$ cat src/rtl/stall_ctrl.sv
// Per-stage stall vector generator plus the multi-cycle EX hold FSM for the five-stage core.
// Optional consecutive-stall watchdog is compiled in with `define STALL_WDOG_EN.
module stall_ctrl #(
    parameter int unsigned MC_CNT_W   = 6,
    parameter int unsigned WDOG_LIMIT = 255
) (
    input  logic                clk,
    input  logic                rst,
    input  logic                stallreq_if,
    input  logic                stallreq_id,
    input  logic                stallreq_mem,
    input  logic                mc_start,
    input  logic [MC_CNT_W-1:0] mc_cycles,
    input  logic                mc_cancel,
    input  logic                flush,
    output logic [5:0]          stall,
    output logic                mc_busy,
    output logic                mc_done,
    output logic                stall_timeout
);

    typedef enum logic [1:0] {
        StIdle,
        StBusy,
        StDone
    } state_e;

    state_e              r_state;
    state_e              w_state_d;
    logic [MC_CNT_W-1:0] r_cnt;
    logic [MC_CNT_W-1:0] w_cnt_d;
    logic                w_mc_hold;

    assign w_mc_hold = ((r_state == StIdle) && mc_start && (mc_cycles != '0)) ||
                       (r_state == StBusy);

    always_comb begin
        stall = 6'b000000;
        if (!rst) begin
            stall = 6'b000000;
        end else if (flush) begin
            stall = 6'b000000;
        end else if (stallreq_mem) begin
            stall = 6'b011111;
        end else if (w_mc_hold) begin
            stall = 6'b001111;
        end else if (stallreq_id) begin
            stall = 6'b000111;
        end else if (stallreq_if) begin
            stall = 6'b000011;
        end
    end

    always_comb begin
        w_state_d = r_state;
        w_cnt_d   = r_cnt;
        if (flush || mc_cancel) begin
            w_state_d = StIdle;
            w_cnt_d   = '0;
        end else begin
            unique case (r_state)
                StIdle: begin
                    if (mc_start && (mc_cycles > MC_CNT_W'(1))) begin
                        w_state_d = StBusy;
                        w_cnt_d   = mc_cycles - MC_CNT_W'(1);
                    end else if (mc_start && (mc_cycles == MC_CNT_W'(1))) begin
                        w_state_d = StDone;
                    end
                end
                StBusy: begin
                    // The unit keeps computing through MEM stalls, so no stall gating here.
                    w_cnt_d = r_cnt - MC_CNT_W'(1);
                    if (r_cnt == MC_CNT_W'(1)) begin
                        w_state_d = StDone;
                    end
                end
                StDone: begin
                    if (!stallreq_mem) begin
                        w_state_d = StIdle;
                    end
                end
                default: begin
                    w_state_d = StIdle;
                    w_cnt_d   = '0;
                end
            endcase
        end
    end

    always_ff @(posedge clk) begin
        if (!rst) begin
            r_state <= StIdle;
            r_cnt   <= '0;
        end else begin
            r_state <= w_state_d;
            r_cnt   <= w_cnt_d;
        end
    end

    assign mc_busy = (r_state != StIdle);
    assign mc_done = (r_state == StDone);

`ifdef STALL_WDOG_EN
    localparam logic [15:0] WdogLast = 16'(WDOG_LIMIT - 1);

    logic [15:0] r_wdog_cnt;
    logic        w_wdog_hit;

    // Pulse in the cycle that completes the run; the counter restarts from zero after it.
    assign w_wdog_hit    = (stall != 6'b000000) && (r_wdog_cnt == WdogLast);
    assign stall_timeout = w_wdog_hit;

    always_ff @(posedge clk) begin
        if (!rst) begin
            r_wdog_cnt <= '0;
        end else if ((stall == 6'b000000) || w_wdog_hit) begin
            r_wdog_cnt <= '0;
        end else begin
            r_wdog_cnt <= r_wdog_cnt + 16'd1;
        end
    end
`else
    logic w_unused_wdog;
    assign w_unused_wdog = ^WDOG_LIMIT;
    assign stall_timeout = 1'b0;
`endif

endmodule

$ cat config.mk
export PLATFORM = sky130hd
export DESIGN_NAME = stall_ctrl
export DESIGN_NICKNAME = d
export VERILOG_FILES = /design/src/rtl/stall_ctrl.sv
export SDC_FILE = /design/constraint.sdc
export NUM_CORES = 1
export LEC_CHECK = 0
export CORE_MARGIN = 3
export CORE_UTILIZATION = 41
export CTS_CLUSTER_DIAMETER = 40
export DETAILED_ROUTE_END_ITERATION = 7
export PLACE_DENSITY_LB_ADDON = 0.15
export SLEW_MARGIN = 20
export SYNTH_ARGS = -nofsm -noshare
export SYNTH_HDL_FRONTEND = slang
export SYNTH_SLANG_ARGS = --single-unit
$ cat constraint.sdc
create_clock -name clk -period 1.7 [get_ports clk]
set_input_delay 0.34 -clock clk [delete_from_list [all_inputs] [get_ports clk]]
set_output_delay 0.34 -clock clk [all_outputs]
set_load 0.05 [all_outputs]
### Word-level counts from Yosys, hierarchy flattened

Cells that the tools add are included.

| word-level totals | value |
|---|---|
| bits in registers | 8 |
| bits of input ports | 14 |
| output and inout port bits | 9 |
| word-level logic and storage cells | 40 |

| operators by class | value |
|---|---|
| add/subtract/negate cells | 2 |
| $lt $le $gt $ge | 1 |
| equality and inequality tests | 8 |
| muxes and demuxes | 13 |
| bitwise operators | 2 |
| reductions and logical operators | 12 |

Operator list:

| cell | count |
|---|---|
| $pmux W6 S3 | 1 |
| $mux W5 | 3 |
| $eq A6 B1 Y1 const B | 2 |
| $sub A6 B1 Y6 const B | 2 |
| $mux W2 | 5 |
| $gt A6 B1 Y1 const B | 1 |
| $mux W6 | 1 |
| $pmux W2 S3 | 1 |
| $reduce_bool A6 Y1 | 1 |
| $logic_and A1 B1 Y1 | 4 |
| $mux W4 | 1 |
| $ne A2 B1 Y1 const B | 2 |
| $mux W3 | 1 |
| $ne A3 B1 Y1 const B | 1 |
| $reduce_and A3 Y1 | 1 |
| $eq A2 B1 Y1 const B | 1 |
| $eq A2 B2 Y1 const B | 1 |
| $logic_not A2 Y1 | 1 |
| $logic_or A1 B1 Y1 | 2 |
| $ne A2 B2 Y1 const B | 1 |
| $not A1 Y1 | 2 |
| $reduce_and A2 Y1 | 1 |
| $reduce_bool A2 Y1 | 1 |
| $reduce_or A2 Y1 | 1 |

### Depth between registers and ports, before layout

Gate-level depths: netlist of the first run.

| depth | value |
|---|---|
| depth in word-level cells | 8 |
| depth in mapped cells | 6 |
| mapped depth without buffers | 6 |

### Worst setup path after synthesis of the first run

OpenSTA, ideal clock, no wires.

| path | value |
|---|---|
| kind | input-to-output |
| start point | in mc_cycles[0] |
| end point | out stall[1] |
| data arrival time | 2.026 ns |
| required time | 1.360 ns |
| setup slack | -0.666 ns |
| cell stages on the path | 6 |
| buffers on the path | 1 |
| cell sequence | inv_1 ha_1 a21boi_0 o21ai_0 a21oi_1 buf_4 |

| between the ends | value |
|---|---|
| cells in the longest elaborated chain, start to end | 7 |

RTL lines:

| item | RTL line | text |
|---|---|---|
| from (decl) | 13 | `input logic [MC_CNT_W-1:0] mc_cycles,` |
| $reduce_bool A6 Y1 | 34 | `assign w_mc_hold = ((r_state == StIdle) && mc_start && (mc_cycles != '0)) \|\|` |
| $logic_and A1 B1 Y1 | 34 |  |
| $logic_or A1 B1 Y1 | 34 |  |
| $mux W4 | 45 | `end else if (w_mc_hold) begin` |
| $mux W5 | 43 | `end else if (stallreq_mem) begin` |
| $mux W5 | 41 | `end else if (flush) begin` |
| $mux W5 | 39 | `if (!rst) begin` |
| to (decl) | 16 | `output logic [5:0] stall,` |

Every way passes these cells.

### Worst setup path after layout of the first run

| path | value |
|---|---|
| start point | in mc_cycles[3] |
| end point | out stall[1] |

Same word-level chain as after synthesis.

==> results of run 1 <==
==> worst min path at each step <==
stage	slack, ns	to	from
2_1_floorplan	0.48	r_cnt[3]$_SDFFE_PP0P_	r_cnt[3]$_SDFFE_PP0P_
3_3_place_gp	0.50	r_cnt[3]$_SDFFE_PP0P_	r_cnt[3]$_SDFFE_PP0P_
3_5_place_dp	0.51	r_cnt[4]$_SDFFE_PP0P_	r_cnt[4]$_SDFFE_PP0P_
4_1_cts	0.52	r_cnt[4]$_SDFFE_PP0P_	r_cnt[4]$_SDFFE_PP0P_
5_1_grt	0.55	r_cnt[3]$_SDFFE_PP0P_	r_cnt[3]$_SDFFE_PP0P_
6_report	0.52	r_cnt[4]$_SDFFE_PP0P_	r_cnt[4]$_SDFFE_PP0P_
==> flip-flops by register name, indices dropped and copies added (netlist names) <==
register,cells
r_cnt,6
r_state,2
==> cell families (layout without fill, tap and decap cells) <==
logic type / count (synthesis) / in the layout / synth area share [%]
buffers and inverters: 13 / 54 / 10.4
muxes: 2 / 2 / 2.56
xor gates and xnor gates: 2 / 2 / 2.24
adders and majority gates: 4 / 4 / 6.39
AOI/OAI and AO/OA: 31 / 31 / 29.2
and+or+nand+nor: 39 / 39 / 28.3
other: 1 / 2 / 0.479
DFF: 8 / 8 / 20.4
==> cells in the final DEF, fill, tap and decap left out, types with 2 or more instances in the layout <==
cell type / instances
nor3_1: 4
o21ai_0: 2
nor3b_1: 3
o31ai_1: 2
buf_12: 7
o211ai_1: 3
or2b_2: 2
a21oi_1: 3
dfxtp_1: 7
buf_8: 2
or2_2: 2
conb_1: 2
o22a_1: 2
a21oi_2: 2
clkbuf_4: 3
xor2_1: 2
clkdlybuf4s50_1: 6
nor2_1: 10
o211a_1: 2
ha_1: 3
nand2_1: 4
o21ai_4: 2
nand4_1: 2
buf_4: 23
mux2i_1: 2
inv_6: 2
inv_1: 5
buf_2: 3
or4_1: 2
==> metal layers <==
metal	routed length (um)	vias to the layer above	GRT usage, %	share of wire [%]
li1	-	451	-	-
met1	1020	462	24.7	42
met2	1220	41	37.4	49
met3	149	8	4.83	6.1
met4	65	0	6.45	2.6
met5	0	-	0	0
==> power groups by stage <==
stage          registers, mW  clock network, mW  logic, mW
5_1_grt                0.197              0.161      0.282
4_1_cts                0.196              0.153      0.253
2_1_floorplan          0.199                  0      0.129
3_3_place_gp           0.199                  0      0.237
6_report               0.196              0.147      0.264
3_5_place_dp           0.200                  0      0.243
==> area by class of cell <==
class,instances,area [um2]
Multi-Input combinational cell,80,646
Tap cell,25,31.3
Sequential cell,8,161
Timing Repair Buffer,44,449
Clock buffer,3,22.5
Inverter,7,36.3
Fill cell,131,418
==> critical path, cell delays in order <==
cell and delay (ns):
buf_8 0.10, nor4_4 0.37, a21boi_4 0.10, o21ai_4 0.20, a21oi_4 0.10, buf_12 0.16
==> through the flow <==
step	setup TNS [ns]	area (um2)
2_1_floorplan	0	855
3_3_place_gp	-4.54	1240
3_5_place_dp	-5.04	1240
4_1_cts	-0.0180	1310
5_1_grt	-0.217	1350
6_report	-0.0411	1350
==> what timing repair did <==
| item | 4_1_cts | 5_1_grt |
|---|---|---|
| gates resized for setup | 36 | 6 |
| endpoints found under the setup margin | 12 | 7 |
| pin swaps | 5 | 3 |
| buffers inserted | 3 | 2 |
==> results.md, run 1 <==
- Status: finished with violations
- Failing checks: setup timing
- Dpl cells: 159
- Final #Nets: 162
- Final setup vio count: 4
- Clock Latency Late Sink: 0.25 ns
- Endpoint type of the worst setup path: output port
- Final core utilization: 76.3%
- CP max FO: 3
- Worst slack at placement: -0.504 ns
- Commonest cells in the netlist: nor2_1, dfxtp_1, inv_1
- P_leak: 0.568 nW
- DRC: 0
- Die H: 49.7 um
- CTS tree: built
- Clk sink count: 8
- Synth top area share: a little over 20%
- Initial DRT Pass Iterations: 4
- Total Power: 0.607 mW
- Int Pwr: about 0.40 mW
- Switch Pwr: 0.204 mW
- First-pass GRT wire length: between 4 and 5 mm
- Cts hold-fix bufs: 0
- Tmin final: roughly 1.7 ns
- GPL Wtd Cong: 0.817
- Clk slew on worst S/H paths: 0.05 ns
- DIE WIDTH: around 50 um
- Diodes inserted: 0
- Initial DRC count: 31
- Combinational power share: 43.5%
- Final ANT Viol Nets: 0
- Hold WS: 0.519 ns
- Vias per std cell: between 5 and 6
- Remaining global-route overflow: 0
- DR vias: 962
- Largest net degree at the start of global routing: 19
- Setup ws final: -0.0128 ns
- Final cell count without fillers: approximately 170
- Critical Path AT: around 1.4 ns
- Post-synth EDFFs: 0
- Power Dens Cells: 451 mW/mm2
- Critical Path RT: 1.36 ns
- Slew Viols, Final: 0
- Vias in the first global route: 940
- Crit Path Class: in2out
- Clock skew: 0.00334 ns
- Part of the power in the clock network: 24.2%
- Final Hold Vio Count: 0
- Worst setup path startpoint: mc_cycles[3]
- Top_reg_cell synth: dfxtp_1
- Ys Warns: 0
- Area Overhead vs Synth: 71.9%
- Core area: around 0.0018 mm2
- Post-Syn Area: 783 um2
- Top post-synthesis cells by area: dfxtp_1, ha_1, nor2_1, a21oi_1, buf_4
- Post-synthesis average cell area: 7.83 um2
- Cells after synthesis: 100
- Worst vdd ir: 0.569 mV
- Cell variety after synth: 43
- FF-to-FF End: r_cnt[5]$_SDFFE_PP0P_
- Inserted Clock Buffers: 3
- Average wire per standard cell: 14.7 um
- Clock Path Buffers: 2
- GRT Total Usage: 21.0%
- FF-to-FF path depth: 5
- Row count: 15
- H-tree depth: 1
- Initial Util: 44.4%
- Switching part of the total: ~34%
- R2r startpoint: r_cnt[0]$_SDFFE_PP0P_
- I/O pins: 23
- Detailed Place HPWL: around 1.8 mm
- Port Buf Inserts: 20
- Share of the yosys chip area belonging to registers: 20.4%
- Async SR Flop Fraction: 0%
- Layout cell share with drive strength beyond 1: 45.1%
- Flop2flop setup slack: 0.12 ns
- Top cell type by total area after synthesis: dfxtp_1
- Total Wirelength: 2.46 mm
- Seq pwr share: approximately a third
- Fmax: 0.584 GHz
- Count leader, synth: nor2_1
- Critical Path End: stall[1]
- Initial antenna violation count: 0
- CP startpoint kind: primary input
- Hold path cells: 2
- Hold Crit Class: reg2reg
- Die footprint: 0.00247 mm2
- Synth Register Bits: 8
- Max-cap violations: 0
- Clock root cell: clkbuf_4
- Final Cycle Share: 101%
- RSZ-0062 raised after global routing: true
(Power assumes the default switching activity.)
==> run 2: changes to the inputs <==
SLEW_MARGIN = not set   (was 20)
==> results of run 2 <==
Final layout, timing and power as in run 1 (identical DEF).
==> run 3: changes to the inputs <==
TNS_END_PERCENT = 50   (was not set)
==> run 3 against run 2 <==
  * Combinational power hardly changed
  * Critical endpoint unchanged
  * Critical path type unchanged
  * Flip-flop and latch count is the same
  * Sequential power barely moved
  * Highest routed layer unchanged
  * Wire length up 1.4%
  * Core utilization decreased by 0.071 points
  * The flow still finishes with violations (setup timing)
  * Clock power about the same
==> results.md, run 3 (synthesized netlist as in run 1, its figures left out) <==
- Initial DRT Pass Iterations: 4 (unchanged)
- Worst slack at placement: -0.504 ns (unchanged)
- P_leak: 0.567 nW (about the same)
- Row count: 15 (unchanged)
- Critical Path RT: 1.36 ns (about the same)
- Initial antenna violation count: 0 (unchanged)
- Power Dens Cells: 452 mW/mm2 (+0.27%)
- Area Overhead vs Synth: 71.7% (about the same)
- RSZ-0062 raised after global routing: true
- Largest Register: r_cnt
- Flop2flop setup slack: 0.12 ns (about the same)
- Die H: 49.7 um (unchanged)
- First-pass GRT wire length: 4.04 mm (unchanged)
- GRT Total Usage: 21.0% (unchanged)
- Switching part of the total: 33.7% (+0.14 points)
- Worst vdd ir: 0.564 mV (-0.85%)
- Vias per std cell: 5.83 (+1.2%)
- Clk sink count: 8 (unchanged)
- Inserted Clock Buffers: 3 (unchanged)
- Core area: 0.00176 mm2 (unchanged)
- Hold Crit Class: reg2reg
- H-tree depth: 1 (unchanged)
- DIE WIDTH: 49.7 um (unchanged)
- FF-to-FF End: r_cnt[2]$_SDFFE_PP0P_
- Final setup vio count: 4 (unchanged)
- Vias in the first global route: 940 (unchanged)
- Combinational power share: 43.5% (about the same)
- Seq pwr share: 32.2% (about the same)
- Clock root cell: clkbuf_4
- Clock Latency Late Sink: 0.26 ns (about the same)
- Largest net degree at the start of global routing: 19 (unchanged)
- Hold Crit Endpoint: r_cnt[4]$_SDFFE_PP0P_
- FF-to-FF path depth: 6 (+1)
- Initial Util: 44.4% (unchanged)
- Endpoint type of the worst setup path: output port
- Clk slew on worst S/H paths: 0.05 ns (about the same)
- Average wire per standard cell: 14.9 um (+1.4%)
- Layout cell share with drive strength beyond 1: 44.4% (-0.70 points)
- Int Pwr: 0.404 mW (about the same)
- Diodes inserted: 0 (unchanged)
- CTS tree: built
- CP startpoint kind: primary input
- Switch Pwr: 0.205 mW (+0.58%)
- DRC: 0 (unchanged)
- Remaining global-route overflow: 0 (unchanged)
- Cts hold-fix bufs: 0 (unchanged)
- Initial DRC count: 31 (unchanged)
- Port Buf Inserts: 20 (unchanged)
- Die footprint: 0.00247 mm2 (unchanged)
- Setup ws final: -0.0118 ns (+0.00104 ns)
- HP Start: r_cnt[4]$_SDFFE_PP0P_
- Failing checks: setup timing
- GPL Wtd Cong: 0.817 (unchanged)
- Tmin final: 1.71 ns (-0.00104 ns)
- Slew Viols, Final: 0 (unchanged)
- Part of the power in the clock network: 24.2% (about the same)
- Commonest non-fill, non-tap cell in the layout: buf_4
- I/O pins: 23 (unchanged)
- Fmax: 0.584 GHz (about the same)
- Max-cap violations: 0 (unchanged)
- Hold path cells: 2 (unchanged)
- Final Cycle Share: 101% (about the same)
- Hold WS: 0.517 ns (-0.00163 ns)
- DR vias: 974 (+1.2%)
- Clock Path Buffers: 2 (unchanged)
- Final ANT Viol Nets: 0 (unchanged)
- Crit Path Class: in2out
- R2r startpoint: r_cnt[0]$_SDFFE_PP0P_
- Final core utilization: 76.2% (about the same)
- Status: finished with violations
- Final #Nets: 162 (unchanged)
- Most frequent cells in the layout: buf_4, nor2_1, dfxtp_1
- Final Hold Vio Count: 0 (unchanged)
- Detailed Place HPWL: 1.83 mm (unchanged)
- CP max FO: 3 (unchanged)
- Largest register FFs: 6 (unchanged)
- Regs by FF count: r_cnt: 6 flops, r_state: 2 flops
- Clock skew: 0.00316 ns (-0.000179 ns)
- Critical Path AT: 1.37 ns (about the same)
- Total Wirelength: 2.49 mm (+1.4%)
-- run 3: metrics by stage --
stage | TNS (ns) | cell area, um2 | power, mW | cells
5_1_grt | -0.228 | 1350 | 0.639 | 167
6_report | -0.0369 | 1350 | 0.608 | 167
4_1_cts | -0.0180 | 1310 | 0.602 | 165
3_5_place_dp | -5.04 | 1240 | 0.443 | 159
3_3_place_gp | -4.54 | 1240 | 0.437 | 159
2_1_floorplan | 0 | 855 | 0.328 | 101
-- run 3: worst max-delay path, stage by stage --
cell,delay [ns]
buf_8,0.10
nor4_4,0.37
a21boi_4,0.10
o21ai_4,0.20
a21oi_4,0.10
buf_12,0.16
-- run 3: power by group through the flow --
stage,Sequential (mW),Clock [mW],Combinational [mW]
finish,0.196,0.147,0.265
CTS,0.196,0.153,0.253
floorplan,0.199,0,0.129
global route,0.197,0.161,0.282
detailed placement,0.200,0,0.243
global placement,0.199,0,0.237
-- run 3: area by class of cell --
cell class | count | area (um2)
Clock buffer | 3 | 22.5
Fill cell | 132 | 419
Inverter | 7 | 36.3
Multi-Input combinational cell | 80 | 646
Sequential cell | 8 | 160
Tap cell | 25 | 31.3
Timing Repair Buffer | 44 | 449
-- run 3: worst max-delay path by stage --
stage / startpoint / end / slack (ns) / cells past startpoint
after floorplan: mc_cycles[1] / stall[1] / 0.001 / 6
after global placement: mc_cycles[0] / stall[0] / -0.45 / 7
after detailed placement: mc_cycles[2] / r_cnt[2]$_SDFFE_PP0P_ / -0.50 / 5
after CTS: mc_cycles[5] / stall[1] / -0.007 / 6
after global routing: mc_cycles[2] / stall[1] / -0.06 / 6
final: mc_cycles[3] / stall[1] / -0.01 / 6
-- run 3: timing repair --
action,in CTS,in global routing
pin swaps,5,3
buffers inserted,3,2
resized for setup,36,5
setup endpoints to repair,12,7
-- run 3: metal layers --
| layer | global-route usage [%] | up-vias | part of all wire, % |
|---|---|---|---|
| li1 | - | 451 | - |
| met1 | 24.7 | 457 | 41 |
| met2 | 37.4 | 52 | 49 |
| met3 | 4.83 | 14 | 7.0 |
| met4 | 6.45 | 0 | 2.9 |
| met5 | 0 | - | 0 |
==> variant: new RTL, flow settings as in run 3 <==
Build with the macro `STALL_WDOG_EN` defined.
--- a/src/rtl/stall_ctrl.sv
+++ b/src/rtl/stall_ctrl.sv
@@ -2,2 +2,4 @@
 // Optional consecutive-stall watchdog is compiled in with `define STALL_WDOG_EN.
+`define STALL_WDOG_EN
+
 module stall_ctrl #(
Function: no difference found for any inputs over 10 cycles, from zero or initial values; that may be too few to reach the edited logic, so the function may still have changed.
==> variant against run 3 <==
The run still ends with negative setup slack left; highest routed layer unchanged; final cell count up 71%; worst setup slack worse by 0.31 ns; combinational power up 13%; total power up 130%; sequential cell count up 16; cell area up 76%; routed wire length up 62%; sequential power rose to 2.9 times the old value; synthesized area up 92%.
==> variant: results <==
metrics = {
    "placed_design": {
        "dp_hpwl_um": 2870,
        "gp_congestion": 0.875,
        "placed_area_um2": 2080,
        "io_buffers": 21,
    },
    "cells_and_area": {
        "reg.largest.list": "r_wdog_cnt: 16 flops, r_cnt: 6 flops, r_state: 2 flops",
        "sh_seq_area": 0.206,
        "inverters": 11,
        "multi_input_area_um2": 1110,
        "n_all_buffers": 61,
        "clock_area_frac": 0.0301,
        "final_cells": 286,
        "buf_share": 0.255,
        "seq_cells": 24,
    },
    "synth": {
        "yosys-top-cells-count": "dfxtp_1, nor3_1, nor2_1",
        "yosys.area_share.adder": 0.0583,
        "synth_cell_types": 42,
        "synth_compound_area_frac": 0.149,
        "avgSynthCellArea_um2": 8.30,
        "synth_xor_area_frac": 0.0992,
    },
    "power_and_ir_drop": {
        "pwr_density_cell_nw_per_um2": 580,
        "vdd_ir_drop_max_mv": 0.365,
    },
    "setup_path": {
        "cp_max_fo": 2,
        "slowest_stage": "dfxtp_2",
        "max_stage_delay_ns": 0.33,
        "crit_family": "simple AND/OR/NAND/NOR gates",
        "arrival_ns": 1.69,
    },
    "route": {
        "vias_per_cell": 5.33,
        "wl_met3_um": 89,
        "m1WireLength_um": 1630,
        "wl_met2_um": 2240,
        "drtIter0Drc": 128,
        "wl_per_cell_um": 14.1,
    },
    "run_status": {
        "violations": "negative setup slack",
        "status": "finished with violations",
    },
    "grt": {
        "grt_max_degree": 17,
        "grt_use_met2": 0.387,
        "grt_pass1_wl_um": 6840,
        "track_usage": 0.202,
        "gr-usage-met1": 0.214,
    },
    "timing": {
        "fin_ws_ns": -0.326,
        "setup_violations": 13,
        "fin_skew_ns": 0.00509,
    },
    "die": {
        "dieWidth_um": 66.5,
    },
    "clock_tree": {
        "cts_setup_buffers": 5,
        "cts-root-buf": "clkbuf_8",
    },
}
==> variant: cell count changes after synthesis, moves of 3 or more <==
cell and delta:
dfxtp_1 +16, ha_1 +3, inv_1 +4, nand2b_1 +3, nand3_1 +7, nor2_1 +8
nor2b_1 +4, nor3_1 +19, nor4_1 +4, xnor2_1 +13
==> variant: report_power, final <==
group          leakage (nW)  total [mW]  switching [mW]  internal [mW]
combinational         0.652       0.299           0.147          0.153
sequential            0.196       0.573         0.00687          0.566
clock                0.0357       0.504           0.189          0.315
==> variant: worst min-delay path, delay by kind of cell (launching register included) <==
| family | cells | cell delay [ns] |
|---|---|---|
| DFF | 1 | 0.32 |
| AOI/OAI and AO/OA | 2 | 0.12 |
==> variant: final timing paths <==
check,from,to,slack (ns),cells after the start
worst max-delay path,r_wdog_cnt[0],stall_timeout,-0.33,7
worst min-delay path,r_cnt[4],r_cnt[4],0.49,2
worst max register to register,r_wdog_cnt[0],r_wdog_cnt[12],-0.02,8
worst min register to register,r_cnt[4],r_cnt[4],0.49,2
